## src/rtl/e32_fetch.sv

```systemverilog
// Instruction fetch stage: one-deep request pipeline into a 2-entry {instr, pc} FIFO,
// with redirect squash and valid/ready handoff to the control unit.
module e32_fetch #(
  parameter logic [31:0] RESET_PC = 32'h0000_0000
) (
  input  logic        clk,
  input  logic        reset,
  input  logic        enable,
  output logic [31:0] mem_addr,
  output logic        mem_req,
  input  logic [31:0] mem_data_i,
  input  logic        redirect,
  input  logic [31:0] redirect_addr,
  output logic [31:0] instr,
  output logic [31:0] instr_pc,
  output logic        instr_valid,
  input  logic        instr_ready
);

  logic [31:0] fetch_pc_p0;
  logic        inflight_p1;
  logic [31:0] inflight_pc_p1;
  logic [31:0] fifo_instr_p2 [2];
  logic [31:0] fifo_pc_p2    [2];
  logic        rd_ptr;
  logic        wr_ptr;
  logic [1:0]  count;

  logic        head_valid;
  logic        pop;
  logic        push;
  logic        issue;
  logic [2:0]  demand;
  logic [31:0] redirect_pc;

  assign redirect_pc = redirect_addr & 32'hFFFF_FFFC;

  assign head_valid  = reset && (count != 2'd0);
  assign instr_valid = head_valid && !redirect;
  assign pop         = instr_valid && instr_ready;
  // A response landing on a redirect or reset cycle belongs to the old stream.
  assign push        = inflight_p1 && reset && !redirect;

  // Slots already promised (buffered + in flight) after this cycle's pop.
  assign demand = {1'b0, count} + {2'b00, inflight_p1} - {2'b00, pop};
  assign issue  = reset && enable && !redirect && (demand < 3'd2);

  assign mem_req  = issue;
  assign mem_addr = reset ? fetch_pc_p0 : RESET_PC;
  assign instr    = head_valid ? fifo_instr_p2[rd_ptr] : 32'h0;
  assign instr_pc = head_valid ? fifo_pc_p2[rd_ptr]    : 32'h0;

  // p0 -> p1: request issue and fetch PC advance; FIFO control.
  always_ff @(posedge clk) begin
    if (!reset) begin
      fetch_pc_p0 <= RESET_PC;
      inflight_p1 <= 1'b0;
      count       <= 2'd0;
      rd_ptr      <= 1'b0;
      wr_ptr      <= 1'b0;
    end else if (redirect) begin
      fetch_pc_p0 <= redirect_pc;
      inflight_p1 <= 1'b0;
      count       <= 2'd0;
      rd_ptr      <= 1'b0;
      wr_ptr      <= 1'b0;
    end else begin
      if (issue) fetch_pc_p0 <= fetch_pc_p0 + 32'd4;
      inflight_p1 <= issue;
      if (push) wr_ptr <= ~wr_ptr;
      if (pop)  rd_ptr <= ~rd_ptr;
      count <= count + {1'b0, push} - {1'b0, pop};
    end
  end

  // p1 -> p2: response capture into the FIFO tail.
  always_ff @(posedge clk) begin
    if (issue) inflight_pc_p1 <= fetch_pc_p0;
    if (push) begin
      fifo_instr_p2[wr_ptr] <= mem_data_i;
      fifo_pc_p2[wr_ptr]    <= inflight_pc_p1;
    end
  end

endmodule

```

## config.mk

```make
export PLATFORM = sky130hd
export DESIGN_NAME = e32_fetch
export DESIGN_NICKNAME = d
export VERILOG_FILES = /design/src/rtl/e32_fetch.sv
export SDC_FILE = /design/constraint.sdc
export NUM_CORES = 1
export LEC_CHECK = 0
export ABC_AREA = 1
export BUFFER_PORTS_ARGS = -buffer_cell sky130_fd_sc_hd__buf_2
export CELL_PAD_IN_SITES_DETAIL_PLACEMENT = 1
export CELL_PAD_IN_SITES_GLOBAL_PLACEMENT = 1
export CORE_MARGIN = 2
export CORE_UTILIZATION = 43
export DETAILED_ROUTE_END_ITERATION = 8
export PLACE_DENSITY_LB_ADDON = 0.1
export SLEW_MARGIN = 20
export SYNTH_ARGS = -nofsm -noshare
export SYNTH_HDL_FRONTEND = slang
export SYNTH_SLANG_ARGS = --single-unit
```

## constraint.sdc

```tcl
create_clock -name clk -period 5.8 [get_ports clk]
set_clock_uncertainty 0.15 [all_clocks]
set_input_delay 0.58 -clock clk [delete_from_list [all_inputs] [get_ports clk]]
set_output_delay 0.58 -clock clk [all_outputs]
set_load 0.01 [all_outputs]
```

Word level (Yosys, flattened, before mapping)
Memories as Yosys holds them, arrays and structs flattened. A register that Yosys moved wholly into a read port is not among the register bits.
Index checks and enable logic that the tools add are counted.

word-level totals
  bits in registers = 69
  latch bits = 0
  RAM bits = 128
  memory bits (read-only) = 0
  input bits = 69
  output and inout bits = 98
  word-level logic and storage cells = 41
  memories kept = 2

operators by class
  add/sub/neg operators = 5
  multiply operators = 0
  divide/modulo/power cells = 0
  order comparisons = 1
  equal/unequal tests = 0
  shift-type cells = 0
  multiplexer cells = 11
  bitwise logic cells = 3
  reductions and logical operators = 12

memory list
  memory         words  width  read ports  clocked after memory_dff  wr ports  RTL line  RTL
  fifo_instr_p2  2      32     1           1                         1         23        logic [31:0] fifo_instr_p2 [2];
  fifo_pc_p2     2      32     1           1                         1         24        logic [31:0] fifo_pc_p2 [2];

operators by type and width
  cell                   count
  $mux 32                5
  $add 32x3->32 const B  1
  $logic_and 1x1->1      8
  $mux 1                 6
  $reduce_bool 2->1      2
  $add 2x1->3            1
  $lt 3x2->1 const B     1
  $not 1->1              3
  $sub 3x1->3            1
  $add 2x1->2            1
  $reduce_or 2->1        1
  $sub 2x1->2            1
  $logic_not 1->1        1

Logic depth before layout (Yosys ltp)
Gate-level depths: netlist of run 1.

  depth after elaboration = 9
  gate-level depth with buffers = 19
  gate-level depth less buffers = 16

Worst setup path before layout of run 1
Ideal clock, no wire load.

  kind = input to register
  start = input port reset
  end = memory fifo_instr_p2[1][0], enable pin
  library setup time = 484 ps
  data arrival time = 3630 ps
  required time = 5166 ps
  path slack = 1536 ps
  stages = 5
  path buffers = 1
  cells stage by stage = buf_4 > nand2_4 > nor2_1 > inv_1 > nor2_1

on the way
  cells in the longest elaborated chain, start to end = 4

RTL lines
  what                             RTL line  RTL
  start: declaration               7         input logic reset,
  $logic_and 1x1->1 (2 in series)  42        assign push = inflight_p1 && reset && !redirect;
  $mux 1                           79        if (push) begin
  $mux 1 (implied by the code)     80        fifo_instr_p2[wr_ptr] <= mem_data_i;
  end: declaration                 23

No other way between the ends.

Worst setup path after layout of run 1
  start = input port reset
  end = output port mem_req

on the way
  cells in the longest elaborated chain, start to end = 6
  elaborated cells on any way between the ends = 8
  those cells by class = 1 x add/sub; 1 x order compare; 6 x reduce/logical

RTL lines
  what                 RTL line  RTL
  $logic_and 1x1->1    38        assign head_valid = reset && (count != 2'd0);
  $logic_and 1x1->1    39        assign instr_valid = head_valid && !redirect;
  $logic_and 1x1->1    40        assign pop = instr_valid && instr_ready;
  $sub 3x1->3          45        assign demand = {1'b0, count} + {2'b00, inflight_p1} - {2'b00, pop};
  $lt 3x2->1           46        assign issue = reset && enable && !redirect && (demand < 3'd2);
  $logic_and 1x1->1 *  46
  end: declaration     10        output logic mem_req,

Every way passes the cells marked *; elsewhere a longest branch is shown, timed or not.

==> flow_summary.ini, run 1 <==
[die]
die_width_um = 145
initial_utilization_pct = 43.8
placement_rows = 51
chipHeight_um = 145
ioPinCount = 167
fp.dieArea_sq_um = 21000
core_sq_um = 19500

[cts]
cts.hold.buffers_added = 0
tritoncts.num_buffers = 17
post-cts-setup-buffer-count = 0
tritoncts_num_sinks = 190
h-tree-depth = 4
clock_latency_ns = 0.43
cts_tree = yes
clock-root-buffer = sky130_fd_sc_hd__clkbuf_16
post_cts_resized = 0
worst_setup_hold_path_clk_slew_ns = 0.07
max-clock-path-buffers = 2

[synth]
seq_area_frac_synth_pct = 62.6
synth_seq_cells = 190
syn-cell-area_sq_um = 8530
syn_inst = 835
ys_types = 34
syn_area_per_cell_sq_um = 10.2
yosys_warning_total = 0

[drt]
final_antenna_net_count = 0
drt_iter0_markers = 266
viasPerCell = 4.71
remaining_drcs = 0
wire_per_inst_um = 16.1
via_count = 6004
drt_pass1_iterations = 4
wl_um = 20600

[power_and_ir_drop]
power.density_nw_per_um2 = 282
max-vdd-ir-drop_v = 0.000217
power_leakage_uw = 0.00472

[worst_setup_path]
reg2reg_from = count[1]$_SDFF_PP0_
timing.critical_path.slowest_stage_cell = sky130_fd_sc_hd__fa_1
crit_type = in -> out
cpLargestDelayFamily = buffers and inverters
worstPathBufferInverterCount = 4
max_stage_delay_ns = 0.50
worst-r2r-setup-slack_ns = 2.28
timing.critical_path.from_type = primary input
critical-path-top-cell-by-count = sky130_fd_sc_hd__nor2_1
cp.required_ns = 5.07
worstReg2RegEnd = fetch_pc_p0[27]$_SDFFE_PN0P_
critical_path_peak_fanout = 37
crit_chain = buf_2, buf_4, o21ai_0, nor2_1, nand2_1, nor2_1, o21ai_0, fa_1, nand2_1, nor2_1, nand2_2, inv_2, buf_2
timing.reg2reg.worst_path_depth = 13
worstSetupEndpointType = output port
critical_path_arrival_ns = 3.22

[min_path]
hold_path_depth = 1
hold_path_end = fifo_instr_p2[0][24]$_DFFE_PP_
timing.hold.worst.start = mem_data_i[24]
hold_path_class = in -> reg

[place]
place.detailed.hpwl_um = 14400
place_area_sq_um = 9600
dpl_worst_slack_ns = 1.61
place.port_buffers = 160
gp_routability_congestion = 0.777

[sta]
period_share_pct = 68.1
setup_viol = 0
post-route-min-period_ns = 3.95
finalMaxSlewViolations = 0
rsz_0062_raised_after_global_routing = false
hold_viol_final = 0
max-slew-margin-rel_pct = 39.9
setup_total_negative_slack_ns = 0
fin_ws_ns = 1.85
maxClockFrequency_mhz = 253
worst_margin_slew_ns = 0.900

[final_layout]
design.final.nets = 1067
mostFrequentLayoutCell = sky130_fd_sc_hd__nand2_1
drive_gt1_share_pct = 27.7
finish.instance_area_sq_um = 10200
mostFrequentLayoutCells = 230 x sky130_fd_sc_hd__nand2_1, 160 x sky130_fd_sc_hd__buf_2, 154 x sky130_fd_sc_hd__edfxtp_1
area_delta_synth_final_pct = 19.8
fillers = 2222

[grt]
grt_max_degree = 43
grt_antenna_before_repair = 0
grt_pass1_vias = 6110
grt_usage_pct = 20.0
wire_length_of_the_first_global_routing_pass_um = 31600
grt_overflow_total = 0

[outcome]
outcome = finished, final reports clean

[flow_run]
drv_cap = 0
[flip-flops by register name, indices dropped and copies added, names as in the netlist, named ones only]
name / count
count: 2
fetch_pc_p0: 30
fifo_instr_p2: 64
fifo_pc_p2: 60
inflight_p1: 1
inflight_pc_p1: 30
rd_ptr: 1
wr_ptr: 1
[per-stage QoR]
stage | cells | util, % | hold slack, ns | total power, uW
finish | 1274 | 52.5 | 0.186 | 2890
global route | 1273 | 52.5 | 0.166 | 2980
CTS | 1273 | 52.5 | 0.171 | 2910
detailed placement | 1241 | 49.3 | 0.283 | 1690
global placement | 1241 | 49.3 | 0.274 | 1680
floorplan | 838 | - | 0.271 | 1620
[cell usage after synthesis]
cell type | n | area share [%]
sky130_fd_sc_hd__clkbuf_1 | 10 | 0.44
sky130_fd_sc_hd__a22oi_1 | 2 | 0.18
sky130_fd_sc_hd__nand2_2 | 2 | 0.15
sky130_fd_sc_hd__xor2_1 | 6 | 0.62
sky130_fd_sc_hd__edfxtp_1 | 154 | 54
sky130_fd_sc_hd__buf_4 | 5 | 0.44
sky130_fd_sc_hd__buf_6 | 2 | 0.26
sky130_fd_sc_hd__o21ai_0 | 22 | 1.3
sky130_fd_sc_hd__clkinv_1 | 1 | 0.044
sky130_fd_sc_hd__a31oi_1 | 2 | 0.15
sky130_fd_sc_hd__mux2_2 | 62 | 8.2
sky130_fd_sc_hd__xnor2_1 | 4 | 0.41
sky130_fd_sc_hd__nor3_1 | 1 | 0.059
sky130_fd_sc_hd__o21bai_1 | 2 | 0.18
sky130_fd_sc_hd__conb_1 | 1 | 0.044
sky130_fd_sc_hd__buf_1 | 5 | 0.22
sky130_fd_sc_hd__nand3b_1 | 1 | 0.088
sky130_fd_sc_hd__and2_1 | 1 | 0.073
sky130_fd_sc_hd__inv_2 | 7 | 0.31
sky130_fd_sc_hd__buf_2 | 9 | 0.53
sky130_fd_sc_hd__or2_2 | 3 | 0.22
sky130_fd_sc_hd__nand3_1 | 37 | 2.2
sky130_fd_sc_hd__o22ai_1 | 1 | 0.073
sky130_fd_sc_hd__nor2_1 | 50 | 2.2
sky130_fd_sc_hd__nor2_2 | 3 | 0.22
sky130_fd_sc_hd__dfxtp_1 | 36 | 8.4
sky130_fd_sc_hd__nand2_4 | 1 | 0.13
sky130_fd_sc_hd__inv_1 | 144 | 6.3
sky130_fd_sc_hd__fa_1 | 1 | 0.23
sky130_fd_sc_hd__nand2_1 | 230 | 10
sky130_fd_sc_hd__ha_1 | 2 | 0.29
sky130_fd_sc_hd__clkinv_2 | 1 | 0.059
sky130_fd_sc_hd__a21oi_1 | 25 | 1.5
sky130_fd_sc_hd__o21a_1 | 2 | 0.18
[cell families after synthesis]
logic type | synth area share, %
AO/OA/AOI/OAI | 3.50
XOR/XNOR | 1.03
adder cells (fa/ha/maj) | 0.528
buffers and inverters | 8.64
flip-flops | 62.6
multiplexers | 8.18
other | 0.0440
AND/OR/NAND/NOR | 15.4
[per-layer routing]
layer / vias to the layer above / part of all wire (%) / global-route usage [%]
met5: - / 0 / 0
met4: 0 / 1.1 / 4.85
met3: 14 / 4.9 / 4.77
met2: 138 / 50 / 35.5
met1: 2864 / 44 / 24.5
li1: 2988 / - / -
[worst max-delay path by stage]
stage                     start  depth (start not counted)                             to
final                     reset                         13                        mem_req
after detailed placement  reset                         15   fetch_pc_p0[15]$_SDFFE_PN0P_
after global routing      reset                         13                        mem_req
after floorplan           reset                          5  fifo_instr_p2[1][0]$_DFFE_PP_
after global placement    reset                         13   inflight_pc_p1[21]$_DFFE_PP_
after CTS                 reset                         13                        mem_req
[area by class of cell]
cell class | instances | area, sq um | area share [%]
tap | 265 | 332 | 3.24
sequential | 190 | 5350 | 52.3
clock buffer | 18 | 429 | 4.20
antenna | 1 | 2.50 | 0.0245
inverter | 153 | 576 | 5.63
multi-input combinational | 464 | 2480 | 24.2
timing repair buffer | 169 | 868 | 8.50
clock inverter | 14 | 190 | 1.86
[power by group]
| part | switching [uW] | internal (uW) | total (uW) |
|---|---|---|---|
| logic | 78.7 | 50.3 | 129 |
| registers | 30.6 | 1500 | 1530 |
| clock network | 508 | 722 | 1230 |
| total | 617 | 2270 | 2890 |
(Power assumes the default switching activity.)
==> run 2: changes to the inputs <==
Settings changed: CORE_UTILIZATION 43 to 39.
Clock period 5.8 ns to 3.4 ns, I/O delays scaled along.
==> flow_summary.ini, run 2 (synthesis results as in run 1) <==
[sta]
rsz_0062_raised_after_global_routing = false
period_share_pct = 94.0
hold_viol_final = 0
max-slew-margin-rel_pct = 47.0
setup_viol = 0
post-route-min-period_ns = 3.20
setup_total_negative_slack_ns = 0
finalMaxSlewViolations = 0
maxClockFrequency_mhz = 313
worst_margin_slew_ns = 0.795

[grt]
grt_overflow_total = 0
wire_length_of_the_first_global_routing_pass_um = 33400
grt_pass1_vias = 6278
grt_usage_pct = 18.1
grt_antenna_before_repair = 0
grt_max_degree = 63

[worst_setup_path]
critical_path_arrival_ns = 2.71
critical_path_peak_fanout = 14
crit_type = reg -> out
cp.required_ns = 2.91
timing.critical_path.from_type = flip-flop
worstSetupEndpointType = output port

[die]
chipHeight_um = 152
initial_utilization_pct = 39.5
placement_rows = 54
core_sq_um = 21600
ioPinCount = 167
die_width_um = 152
fp.dieArea_sq_um = 23100

[drt]
drt_pass1_iterations = 4
final_antenna_net_count = 0
wl_um = 20500
wire_per_inst_um = 15.5
via_count = 6149
viasPerCell = 4.65
drt_iter0_markers = 248
remaining_drcs = 0

[outcome]
outcome = finished, final reports clean

[cts]
tritoncts.num_buffers = 17
tritoncts_num_sinks = 190
clock-root-buffer = sky130_fd_sc_hd__clkbuf_16
clock_latency_ns = 0.42
max-clock-path-buffers = 2
worst_setup_hold_path_clk_slew_ns = 0.07
h-tree-depth = 4
cts_tree = yes
post-cts-setup-buffer-count = 0

[final_layout]
largest_register = fifo_instr_p2
mostFrequentLayoutCells = 230 x sky130_fd_sc_hd__nand2_1, 160 x sky130_fd_sc_hd__buf_2, 154 x sky130_fd_sc_hd__edfxtp_1
mostFrequentLayoutCell = sky130_fd_sc_hd__nand2_1
fillers = 2488
n_diodes = 0
area_delta_synth_final_pct = 24.3
reg_top3 = fifo_instr_p2 x64, fifo_pc_p2 x60
drive_gt1_share_pct = 27.6
number_of_flip_flops_under_the_largest_register_name = 64
design.final.nets = 1103
final-instance-count-excl-fill = 1323

[min_path]
hold_path_class = in -> reg

[flow_run]
drv_cap = 0

[place]
place.port_buffers = 160
place.detailed.hpwl_um = 14300
placed_cells = 1260
gp_routability_congestion = 0.769

[power_and_ir_drop]
max-vdd-ir-drop_v = 0.000362
power_leakage_uw = 0.00486
power.density_nw_per_um2 = 452
==> run 2: changes by cell type in the layout (fill, tap and decap cells not counted), moves of 2 or more <==
cell / delta
sky130_fd_sc_hd__dlygate4sd3_1: +32
sky130_fd_sc_hd__bufinv_16: -3
sky130_fd_sc_hd__buf_12: +4
sky130_fd_sc_hd__clkinv_1: -3
sky130_fd_sc_hd__inv_6: +2
sky130_fd_sc_hd__inv_8: +3
sky130_fd_sc_hd__clkinvlp_4: +2
==> run 2: routing by layer <==
| metal | vias up | routed length [um] | track usage (%) |
|---|---|---|---|
| li1 | 3060 | - | - |
| met1 | 2959 | 9560 | 24.2 |
| met2 | 122 | 10200 | 31.4 |
| met3 | 8 | 648 | 2.97 |
| met4 | 0 | 109 | 3.60 |
| met5 | - | 0 | 0 |
==> run 2: final timing paths <==
check	cells after the start	from	endpoint	slack [ns]
min	3	redirect_addr[3]	fetch_pc_p0[3]$_SDFFE_PN0P_	0.05
max reg2reg	13	count[0]$_SDFF_PP0_	fetch_pc_p0[31]$_SDFFE_PN0P_	0.54
min reg2reg	0	inflight_pc_p1[20]$_DFFE_PP_	fifo_pc_p2[0][20]$_DFFE_PP_	0.29
max	11	count[0]$_SDFF_PP0_	mem_req	0.20
==> run 2: final cells by class <==
class | instances | area [sq um] | area share, %
multi-input cells | 464 | 2480 | 23.4
flip-flops and latches | 190 | 5350 | 50.4
well taps | 280 | 350 | 3.30
inverters | 153 | 581 | 5.47
repair buffers | 205 | 1270 | 12.0
clock inverters | 14 | 154 | 1.45
clock buffers | 17 | 425 | 4.01
==> run 2: stage by stage <==
| stage | util, % | hold WS, ns | total power (uW) | cell area, sq um | worst slack, ns |
|---|---|---|---|---|---|
| 2_1_floorplan | - | 0.271 | 2770 | 8550 | 0.223 |
| 3_3_place_gp | 44.8 | 0.273 | 2880 | 9700 | 0.427 |
| 3_5_place_dp | 44.8 | 0.284 | 2890 | 9700 | 0.370 |
| 4_1_cts | 49.0 | 0.0310 | 4850 | 10600 | 0.0683 |
| 5_1_grt | 49.1 | 0.0408 | 4980 | 10600 | 0.0108 |
| 6_report | 49.1 | 0.0490 | 4790 | 10600 | 0.203 |
==> run 2: what timing repair did <==
item                                    4_1_cts  5_1_grt
endpoints found under the setup margin        1        1
gates cloned                                  0        0
hold buffers                                 32        0
hold endpoints to repair                     64        0
gates resized for setup                       1        3
==> run 2: report_power, final <==
part           leakage, uW  switching [uW]  internal (uW)
sequential         0.00169            53.9           2550
clock             0.000271             899           1040
combinational      0.00290             139            115
==> run 2: critical path: stages (launching register included) <==
cell and delay [ns]:
sky130_fd_sc_hd__dfxtp_1 0.39, sky130_fd_sc_hd__o21ai_0 0.16, sky130_fd_sc_hd__nor2_1 0.17, sky130_fd_sc_hd__nand2_1 0.15, sky130_fd_sc_hd__nor2_2 0.15, sky130_fd_sc_hd__o21ai_0 0.12, sky130_fd_sc_hd__fa_1 0.49, sky130_fd_sc_hd__nand2_1 0.05
sky130_fd_sc_hd__nor2_1 0.12, sky130_fd_sc_hd__nand2_2 0.14, sky130_fd_sc_hd__inv_6 0.18, sky130_fd_sc_hd__buf_2 0.16
==> run 3: changes to the inputs <==
Settings changed: REMOVE_ABC_BUFFERS set to 1.
==> flow_summary.ini, run 3 (synthesis results as in run 1) <==
[outcome]
outcome = finished, final reports clean

[sta]
setup_total_negative_slack_ns = 0
rsz_0062_raised_after_global_routing = false
worst_margin_slew_ns = 0.636
max-slew-margin-rel_pct = 57.6
hold_viol_final = 0
post-route-min-period_ns = 3.13
maxClockFrequency_mhz = 319
period_share_pct = 92.1
setup_viol = 0
finalMaxSlewViolations = 0

[worst_setup_path]
critical-path-top-cell-by-count = sky130_fd_sc_hd__nor2_1
cp-startpoint = count[1]$_SDFF_PP0_
crit_chain = o21ai_0, nor2_1, nand2_1, nor2_1, o21ai_0, fa_1, nand2_1, nor2_1, nand2_2, inv_2, buf_2
cp.required_ns = 2.91
reg2reg_from = count[1]$_SDFF_PP0_
timing.critical_path.from_type = flip-flop
max_stage_delay_ns = 0.49
critical_path_arrival_ns = 2.64
crit_type = reg -> out
timing.critical_path.slowest_stage_cell = sky130_fd_sc_hd__fa_1
worstSetupEndpointType = output port
critical_path_peak_fanout = 5

[final_layout]
final-instance-count-excl-fill = 1320
mostFrequentLayoutCell = sky130_fd_sc_hd__nand2_1
fillers = 2490
mostFrequentLayoutCells = 230 x sky130_fd_sc_hd__nand2_1, 160 x sky130_fd_sc_hd__buf_2, 154 x sky130_fd_sc_hd__edfxtp_1
layout.core_utilization_pct = 48.9
design.final.nets = 1100
drive_gt1_share_pct = 27.1
area_delta_synth_final_pct = 23.9
footprint_of_the_flip_flops_and_latches_sq_um = 5350
multiInputGateArea_sq_um = 2480
largest_register = fifo_instr_p2
number_of_flip_flops_under_the_largest_register_name = 64
n_diodes = 0
reg_top3 = fifo_instr_p2 x64, fifo_pc_p2 x60

[drt]
detailroute.wirelength.met3_um = 728
wire_per_inst_um = 15.4
wire_length_on_met2_um = 10300
final_antenna_net_count = 0
via_count = 6117
dr.max_layer_used = met4
m1WireLength_um = 9150
drt_pass1_iterations = 4
viasPerCell = 4.63
wl_um = 20400
remaining_drcs = 0
drt_iter0_markers = 249

[die]
die_width_um = 152
ioPinCount = 167
placement_rows = 54
chipHeight_um = 152
fp.dieArea_sq_um = 23100
core_sq_um = 21600
initial_utilization_pct = 39.5

[power_and_ir_drop]
power.share.clock_pct = 40.6
power_leakage_uw = 0.00485
p_seq_share_pct = 54.1
power.density_nw_per_um2 = 454
pwr-share-comb_pct = 5.3
power.switching_fraction_pct = 23.0
power_uw = 4800
power.internal_uw = 3700
power.switching_uw = 1100
max-vdd-ir-drop_v = 0.000328

[min_path]
hold_path_class = in -> reg
timing.hold.worst.start = redirect_addr[3]

[grt]
grt_antenna_before_repair = 0
grt_overflow_total = 0
grt_max_degree = 63
grt_pass1_vias = 6498
grt_usage_pct = 18.0
wire_length_of_the_first_global_routing_pass_um = 33500

[place]
placed_cells = 1257
gp_routability_congestion = 0.741
place.detailed.hpwl_um = 13300
place.port_buffers = 160

[cts]
worst_setup_hold_path_clk_slew_ns = 0.07
cts_tree = yes
h-tree-depth = 4
tritoncts.num_buffers = 17
tritoncts_num_sinks = 190
post_cts_resized = 0
post-cts-setup-buffer-count = 0
max-clock-path-buffers = 2
clock_latency_ns = 0.43
clock-root-buffer = sky130_fd_sc_hd__clkbuf_16

[flow_run]
drv_cap = 0
run 3: area by class of cell:
cell class                      instances  area share (%)
Sequential cell                       190            50.6
Timing Repair Buffer                  202            11.8
Inverter                              153            5.44
Clock inverter                         14            1.43
Clock buffer                           17            4.02
Tap cell                              280            3.31
Multi-Input combinational cell        464            23.4
run 3: worst max-delay path: cells and delay by family, from the launching register on:
kind            cells  cell delay, ns
buf+inv             2            0.25
flops               1            0.44
compound gates      2            0.29
fa+ha+maj           1            0.49
simple gates        6            0.75
run 3: per-layer routing:
layer	vias up	track usage (%)
li1	3049	-
met3	14	2.60
met2	123	31.8
met5	-	0
met4	0	5.03
met1	2931	23.2
run 3: through the flow:
step / hold slack (ns) / area (sq um) / worst slack [ns]
after global placement: 0.272 / 9680 / 0.399
after global routing: 0.0285 / 10600 / 0.0283
after detailed placement: 0.284 / 9680 / 0.319
after floorplan: 0.271 / 8380 / -0.540
final: 0.0350 / 10600 / 0.268
after CTS: 0.0104 / 10600 / 0.178
run 3: timing repair:
action,4_1_cts,5_1_grt
hold endpoints to repair,64,0
setup endpoints to repair,0,0
hold buffers,32,0
run 3: path summary, 6_finish.rpt:
| kind | end | slack [ns] | depth (start not counted) |
|---|---|---|---|
| min | fetch_pc_p0[3]$_SDFFE_PN0P_ | 0.03 | 3 |
| min reg2reg | fifo_pc_p2[0][27]$_DFFE_PP_ | 0.30 | 0 |
| max reg2reg | fetch_pc_p0[9]$_SDFFE_PN0P_ | 0.41 | 14 |
| max | mem_req | 0.27 | 11 |
run 3: power by group through the flow:
| stage | Clock, uW | Combinational, uW | Sequential [uW] |
|---|---|---|---|
| finish | 1950 | 254 | 2600 |
| global route | 2090 | 289 | 2610 |
| CTS | 2020 | 258 | 2600 |
| detailed placement | 0 | 227 | 2650 |
| global placement | 0 | 221 | 2650 |
| floorplan | 0 | 114 | 2630 |
